## config.mk

```make
export PLATFORM = sky130hd
export DESIGN_NAME = rtc_bus_engine
export DESIGN_NICKNAME = d
export VERILOG_FILES = /design/src/rtl/rtc_bus_pkg.sv /design/src/rtl/rtc_phase_timer.sv /design/src/rtl/rtc_bus_engine.sv
export SDC_FILE = /design/constraint.sdc
export NUM_CORES = 1
export LEC_CHECK = 0
export ABC_AREA = 1
export CORE_ASPECT_RATIO = 1.1
export CORE_MARGIN = 2
export CORE_UTILIZATION = 30
export CTS_BUF_LIST = sky130_fd_sc_hd__clkbuf_4
export DETAILED_ROUTE_END_ITERATION = 8
export MAX_ROUTING_LAYER = met4
export PLACE_DENSITY = 0.52
export SYNTH_ARGS = -nofsm -noshare
export SYNTH_HDL_FRONTEND = slang
export SYNTH_SLANG_ARGS = --single-unit
```

## constraint.sdc

```tcl
create_clock -name clk -period 4.86 [get_ports clk]
set_clock_uncertainty 0.15 [all_clocks]
set_input_delay 0.729 -clock clk [delete_from_list [all_inputs] [get_ports clk]]
set_output_delay 0.729 -clock clk [all_outputs]
set_load 0.02 [all_outputs]
```

## src/rtl/rtc_bus_pkg.sv

```systemverilog
// Shared types and constants for the RTC bus engine.
`timescale 1ns/1ps
package rtc_bus_pkg;

    typedef enum logic [2:0] {
        S_IDLE,
        S_ADDR,
        S_GAP1,
        S_DATA,
        S_GAP2,
        S_DONE
    } state_t;

    localparam int unsigned PHASE_CYCLES_DEF = 74;

    localparam logic RW_READ  = 1'b1;
    localparam logic RW_WRITE = 1'b0;

endpackage

```

## src/rtl/rtc_phase_timer.sv

```systemverilog
// Loadable 8-bit down-counter timing each bus phase; zero flags the last cycle.
`timescale 1ns/1ps
module rtc_phase_timer (
    input  logic       clk,
    input  logic       rst_n,
    input  logic       load,
    input  logic [7:0] load_value,
    output logic       zero
);

    logic [7:0] count;

    always_ff @(posedge clk or negedge rst_n) begin
        if (!rst_n) begin
            count <= '0;
        end else if (load) begin
            count <= load_value;
        end else if (count != '0) begin
            count <= count - 8'd1;
        end
    end

    assign zero = (count == '0);

endmodule

```

## src/rtl/rtc_bus_engine.sv

```systemverilog
// Executes one RTC register read/write on the multiplexed address/data bus.
// Macro RTC_BUS_GAP_EN adds the GAP1/GAP2 recovery phases around DATA.
`timescale 1ns/1ps
module rtc_bus_engine
    import rtc_bus_pkg::*;
#(
    parameter int unsigned PHASE_CYCLES = PHASE_CYCLES_DEF
) (
    input  logic       clk,
    input  logic       Reset,
    input  logic       start,
    input  logic       RW,
    input  logic [7:0] addr,
    input  logic [7:0] wdata,
    output logic       busy,
    output logic       done,
    output logic [7:0] rdata,
    output logic       cs_n,
    output logic       rd_n,
    output logic       wr_n,
    output logic       ad_n,
    output logic [7:0] ad_out,
    output logic       ad_oe,
    input  logic [7:0] ad_in
);

`ifdef RTC_BUS_GAP_EN
    localparam bit GAP_EN = 1'b1;
`else
    localparam bit GAP_EN = 1'b0;
`endif

    localparam logic [7:0] PHASE_LOAD = 8'(PHASE_CYCLES - 1);

    state_t     state, state_next;
    logic       accept;
    logic       load;
    logic       zero;
    logic       rw_q;
    logic [7:0] addr_q, wdata_q;
    logic       rw_sel;
    logic [7:0] addr_sel, wdata_sel;
    logic       busy_d, done_d, cs_d, rd_d, wr_d, ad_d, oe_d;
    logic [7:0] out_d;

    rtc_phase_timer u_timer (
        .clk        (clk),
        .rst_n      (Reset),
        .load       (load),
        .load_value (PHASE_LOAD),
        .zero       (zero)
    );

    always_comb begin
        state_next = state;
        accept     = 1'b0;
        case (state)
            S_IDLE: if (start) begin
                state_next = S_ADDR;
                accept     = 1'b1;
            end
            S_ADDR:  if (zero) state_next = GAP_EN ? S_GAP1 : S_DATA;
            S_GAP1:  if (zero) state_next = S_DATA;
            S_DATA:  if (zero) state_next = GAP_EN ? S_GAP2 : S_DONE;
            S_GAP2:  if (zero) state_next = S_DONE;
            S_DONE:  state_next = S_IDLE;
            default: state_next = S_IDLE;
        endcase
    end

    assign load = (state_next != state) &&
                  (state_next inside {S_ADDR, S_GAP1, S_DATA, S_GAP2});

    // Outputs are registered from the next state, so the accepting edge must
    // see the live inputs rather than the not-yet-updated latches.
    assign rw_sel    = accept ? RW    : rw_q;
    assign addr_sel  = accept ? addr  : addr_q;
    assign wdata_sel = accept ? wdata : wdata_q;

    always_comb begin
        cs_d   = 1'b1;
        rd_d   = 1'b1;
        wr_d   = 1'b1;
        ad_d   = 1'b1;
        oe_d   = 1'b0;
        out_d  = '0;
        busy_d = (state_next != S_IDLE);
        done_d = (state_next == S_DONE);
        case (state_next)
            S_ADDR: begin
                cs_d  = 1'b0;
                ad_d  = 1'b0;
                wr_d  = 1'b0;
                oe_d  = 1'b1;
                out_d = addr_sel;
            end
            S_DATA: begin
                cs_d = 1'b0;
                if (rw_sel == RW_READ) begin
                    rd_d = 1'b0;
                end else begin
                    wr_d  = 1'b0;
                    oe_d  = 1'b1;
                    out_d = wdata_sel;
                end
            end
            default: ;
        endcase
    end

    always_ff @(posedge clk or negedge Reset) begin
        if (!Reset) begin
            state   <= S_IDLE;
            rw_q    <= RW_WRITE;
            addr_q  <= '0;
            wdata_q <= '0;
            busy    <= 1'b0;
            done    <= 1'b0;
            cs_n    <= 1'b1;
            rd_n    <= 1'b1;
            wr_n    <= 1'b1;
            ad_n    <= 1'b1;
            ad_oe   <= 1'b0;
            ad_out  <= '0;
            rdata   <= '0;
        end else begin
            state <= state_next;
            if (accept) begin
                rw_q    <= RW;
                addr_q  <= addr;
                wdata_q <= wdata;
            end
            busy   <= busy_d;
            done   <= done_d;
            cs_n   <= cs_d;
            rd_n   <= rd_d;
            wr_n   <= wr_d;
            ad_n   <= ad_d;
            ad_oe  <= oe_d;
            ad_out <= out_d;
            if (state == S_DATA && zero && rw_q == RW_READ) begin
                rdata <= ad_in;
            end
        end
    end

endmodule

```

Word-level counts from Yosys, hierarchy flattened
Index checks and enable logic that the tools add are counted. W data, S select, Z words.

Logic and storage cells: 57. Input port bits: 28. Bits in registers: 51.

Reductions and logical operators: 12. Equality and inequality tests: 10. Mux-type cells: 20. Add/sub/neg operators: 1.

Operators by type and width (count): $mux W8 (5); $pmux W8 S2 (1); $eq A3 B2 Y1 const B (4); $eq A3 B3 Y1 const B (3); $mux W3 (3); $pmux W3 S3 (1); $logic_not A8 Y1 (1); $mux W1 (8); $reduce_bool A8 Y1 (1); $sub A8 B1 Y8 const B (1); $eq A3 B1 Y1 const B (2); $reduce_or A2 Y1 (3); $pmux W1 S2 (2); $reduce_bool A4 Y1 (1); $logic_and A1 B1 Y1 (3); $logic_not A3 Y1 (1); $ne A3 B3 Y1 (1); $reduce_bool A3 Y1 (1); $reduce_bool A2 Y1 (1).

Depth between registers and ports, before layout
Word-level depth: 7. Mapped depth: 12.

Hierarchy
Synthesis repeated with hierarchy kept, for this count alone.

Cells, all modules: 272. Area, all modules: 2412.3 sq um.

Modules (own cells, without submodules): rtc_bus_engine (times used 1, area each 1899.3 sq um, sequential area each 1081.0 sq um, cells each 201); rtc_phase_timer (times used 1, area each 513.0 sq um, sequential area each 200.2 sq um, cells each 71).

Worst setup path after synthesis
No wires, ideal clock.

Kind: input to register. From: in start. To: reg ad_out[4]. Buffers on the path: 1. Library setup time: 116 ps. Setup slack: 3111 ps. Stages: 5. Data arrival time: 1482 ps. Path through: nand3_4 > buf_6 > mux2_2 > nand2_1 > nand2_1.

Longest elaborated chain between the ends: 5.

RTL lines: from (decl) (line rtc_bus_engine.sv:11) `input logic start,`; $mux W1 (line rtc_bus_engine.sv:58) `S_IDLE: if (start) begin`; $mux W1 (line rtc_bus_engine.sv:57) `case (state)`; $mux W8; via wdata_sel[4] (line rtc_bus_engine.sv:42) `logic [7:0] addr_sel, wdata_sel;`; $mux W8 (line rtc_bus_engine.sv:99) `if (rw_sel == RW_READ) begin`; $pmux W8 S2 (line rtc_bus_engine.sv:89) `case (state_next)`; via out_d[4] (line rtc_bus_engine.sv:44) `logic [7:0] out_d;`; to (signal assigned) (line rtc_bus_engine.sv:140) `ad_out <= out_d;`; to (decl) (line rtc_bus_engine.sv:22) `output logic [7:0] ad_out,`.

The timed path passes the listed nets, and every way through them passes these cells. A chain may end at the register's enable or synchronous reset.

Final worst setup path
From: reg ad_n. To: out ad_n.

RTL lines: from (decl) (line rtc_bus_engine.sv:21) `output logic ad_n,`; from (signal assigned) (line rtc_bus_engine.sv:122) `ad_n <= 1'b1;`; from (signal assigned) (line rtc_bus_engine.sv:138) `ad_n <= ad_d;`.

No word-level cell between the ends.

==> impl_metrics.py <==
metrics = {
    "outcome": {
        "status": "complete, no violations",
    },
    "route": {
        "vias_per_cell": 4.18,
        "firstDrtPassIters": 4,
        "drt_iter0_drc": 83,
        "finalWirelength_mm": 4.34,
        "drc": 0,
        "drtAntennaViolNets": 0,
        "num_vias": 1472,
        "wl_per_cell_um": 12.3,
    },
    "clock_network": {
        "cts_sinks": 51,
        "cts_resized": 0,
        "clockBufferDepth": 2,
        "path_clk_slew_ns": 0.14,
        "clockRootBuffer": "clkbuf_4",
        "cts_made_buffers": 5,
        "post_cts_buffers": 0,
        "h-tree-depth": 2,
        "cts_tree": "built",
        "ctsHoldBuffers": 0,
        "clock_latency_ns": 0.36,
    },
    "global_route": {
        "first_global_vias": 1477,
        "antenna_found_initial": 0,
        "grtUsageTotal": 0.120,
        "globalRouteOverflowTotal": 0,
        "grt_max_degree": 52,
        "grt_pass1_wl_mm": 7.31,
    },
    "floorplan": {
        "fp.coreArea_um2": 7390,
        "initial_utilization": 0.306,
        "dieArea_um2": 8250,
        "die_w_um": 86.8,
        "fp.dieH_um": 95.1,
        "io_pins": 51,
        "rows": 33,
    },
    "final_layout": {
        "layout-drive-gt1-share": 0.249,
        "nNetsFinal": 293,
        "diodes": 0,
        "fillerInstances": 736,
        "seqCellArea_um2": 1280,
        "layout_common_cells": "49 x nand2_1, 49 x clkdlybuf4s50_1, 47 x dfrtp_1",
        "multi_input_area_um2": 851,
        "fin_cells": 352,
        "fin_area_um2": 2930,
        "syn_to_final_growth_pct": 29.6,
    },
    "placement": {
        "dp_cells": 344,
        "place_ws_ns": 2.31,
        "port-buffer-count": 50,
        "placed_area_um2": 2850,
        "place.gp.congestion": 0.778,
        "dpl.hpwl_mm": 3.04,
    },
    "setup_path": {
        "startpoint_type": "flip-flop",
        "cp_cell_sequence": "clkdlybuf4s50_1",
        "crit_required_ns": 3.98,
        "cp_top_family": "buffers and inverters",
        "crit_buf_inv": 1,
        "worst_ep_arrival_time_ns": 1.50,
        "path_class": "flip-flop to output port",
        "slowest_stage": "clkdlybuf4s50_1",
        "crit_path_max_fanout": 1,
        "cpPeakStageDelay_ns": 0.60,
        "critical_path.endpoint_type": "output port",
    },
    "pwr": {
        "switchingPower_uw": 148,
        "swShare": 0.211,
        "pwr-share-seq": 0.606,
        "pwr-share-clk": 0.348,
        "internal-power_uw": 553,
        "peakVddDrop_mv": 0.110,
        "power_density_nw_per_um2": 239,
        "leakagePower_nw": 1.46,
        "combinationalPowerShare": 0.046,
    },
    "min_path": {
        "min_path_type": "input port to async pin",
    },
    "sta": {
        "fin_crit_sh": 0.490,
        "hold_viol": 0,
        "tns_ns": 0,
        "max_freq_mhz": 420,
        "finalMaxSlewViolations": 0,
        "slew_headroom": 0.577,
        "finalCriticalPeriod_ns": 2.38,
        "finalSetupViolCount": 0,
        "worst_pin_slew_ns": 0.635,
        "rsz0062_at_grt": "false",
        "finalWorstSetupSlack_ns": 2.48,
    },
    "logic_synthesis": {
        "syn-instance-count": 208,
        "syn_area_per_cell_um2": 10.9,
        "yosysWarnings": 0,
        "synth_cell_types": 30,
        "synth_seq_area_share": 0.566,
        "syn_nets": 237,
        "synth_area_um2": 2260,
        "ys_ff_latch": 51,
    },
    "flow_run": {
        "drv_cap": 0,
    },
}
path summary, 6_finish.rpt:
check                                        startpoint                           end  slack [ns]  cells past startpoint
setup / recovery                         ad_n$_DFF_PN1_                          ad_n        2.48                      1
hold / removal                                    Reset  u_timer.count[5]$_DFFE_PN0P_        0.30                      2
setup reg to reg           u_timer.count[0]$_DFFE_PN0P_          rdata[5]$_DFFE_PN0P_        2.87                      9
hold reg to reg                    rdata[7]$_DFFE_PN0P_          rdata[7]$_DFFE_PN0P_        0.35                      2
max in group asynchronous                         Reset          rdata[1]$_DFFE_PN0P_        3.83                      2
min in group clk                   rdata[7]$_DFFE_PN0P_          rdata[7]$_DFFE_PN0P_        0.35                      2
routing by layer:
metal	up-vias	global-route usage	routed length, um
li1	757	-	-
met1	686	0.155	1960
met2	24	0.184	2180
met3	5	0.0320	140
met4	0	0.0352	60
met5	-	-	0
metrics by stage:
step | hold slack, ns | total power, mW | utilization
floorplan | 0.283 | 0.435 | -
global route | 0.335 | 0.739 | 0.397
detailed placement | 0.317 | 0.466 | 0.386
CTS | 0.318 | 0.716 | 0.397
finish | 0.303 | 0.701 | 0.397
global placement | 0.320 | 0.467 | 0.386
power groups by stage:
stage          clock, mW  combinational (mW)  sequential (mW)
6_report           0.243              0.0324            0.425
5_1_grt            0.278              0.0366            0.425
4_1_cts            0.257              0.0340            0.425
3_5_place_dp           0              0.0340            0.432
3_3_place_gp           0              0.0343            0.432
2_1_floorplan          0             0.00214            0.433
cell usage after synthesis, drive strengths merged:
| library cell | count | area (um2) |
|---|---|---|
| nand3b | 1 | 7.51 |
| xor2 | 6 | 52.6 |
| mux2i | 1 | 10.0 |
| a21oi | 2 | 10.0 |
| dfstp | 4 | 105 |
| o21a | 1 | 7.51 |
| nand2 | 55 | 231 |
| nand3 | 7 | 57.6 |
| o21ai | 12 | 93.8 |
| nor2 | 21 | 139 |
| ha | 1 | 12.5 |
| inv | 28 | 108 |
| nand4 | 1 | 6.26 |
| mux2 | 16 | 203 |
| buf | 2 | 22.5 |
| dfrtp | 47 | 1180 |
| nor3 | 3 | 20.0 |
final cells by class:
| type | count | share of cell area |
|---|---|---|
| multi-input combinational | 127 | 0.290 |
| inverter | 28 | 0.0367 |
| timing repair buffer | 51 | 0.172 |
| tap | 87 | 0.0371 |
| clock buffer | 5 | 0.0128 |
| sequential | 51 | 0.437 |
| clock inverter | 3 | 0.0149 |
registers in the layout, indices dropped and copies added, names as in the netlist:
register and flops:
ad_n 1, ad_oe 1, ad_out 8, addr_q 8, busy 1, cs_n 1
done 1, rd_n 1, rdata 8, rw_q 1, state 3, u_timer.count 8
wdata_q 8, wr_n 1
kinds of logic (layout without fill, tap and decap cells):
group,Yosys count,count (layout),synth area share
simple gates,88,88,0.204
flops,51,51,0.566
compound gates,15,15,0.0492
buf+inv,30,87,0.0575
fa+ha+maj,1,1,0.00553
xor+xnor,6,6,0.0232
mux,17,17,0.0940
(Power assumes the default switching activity.)
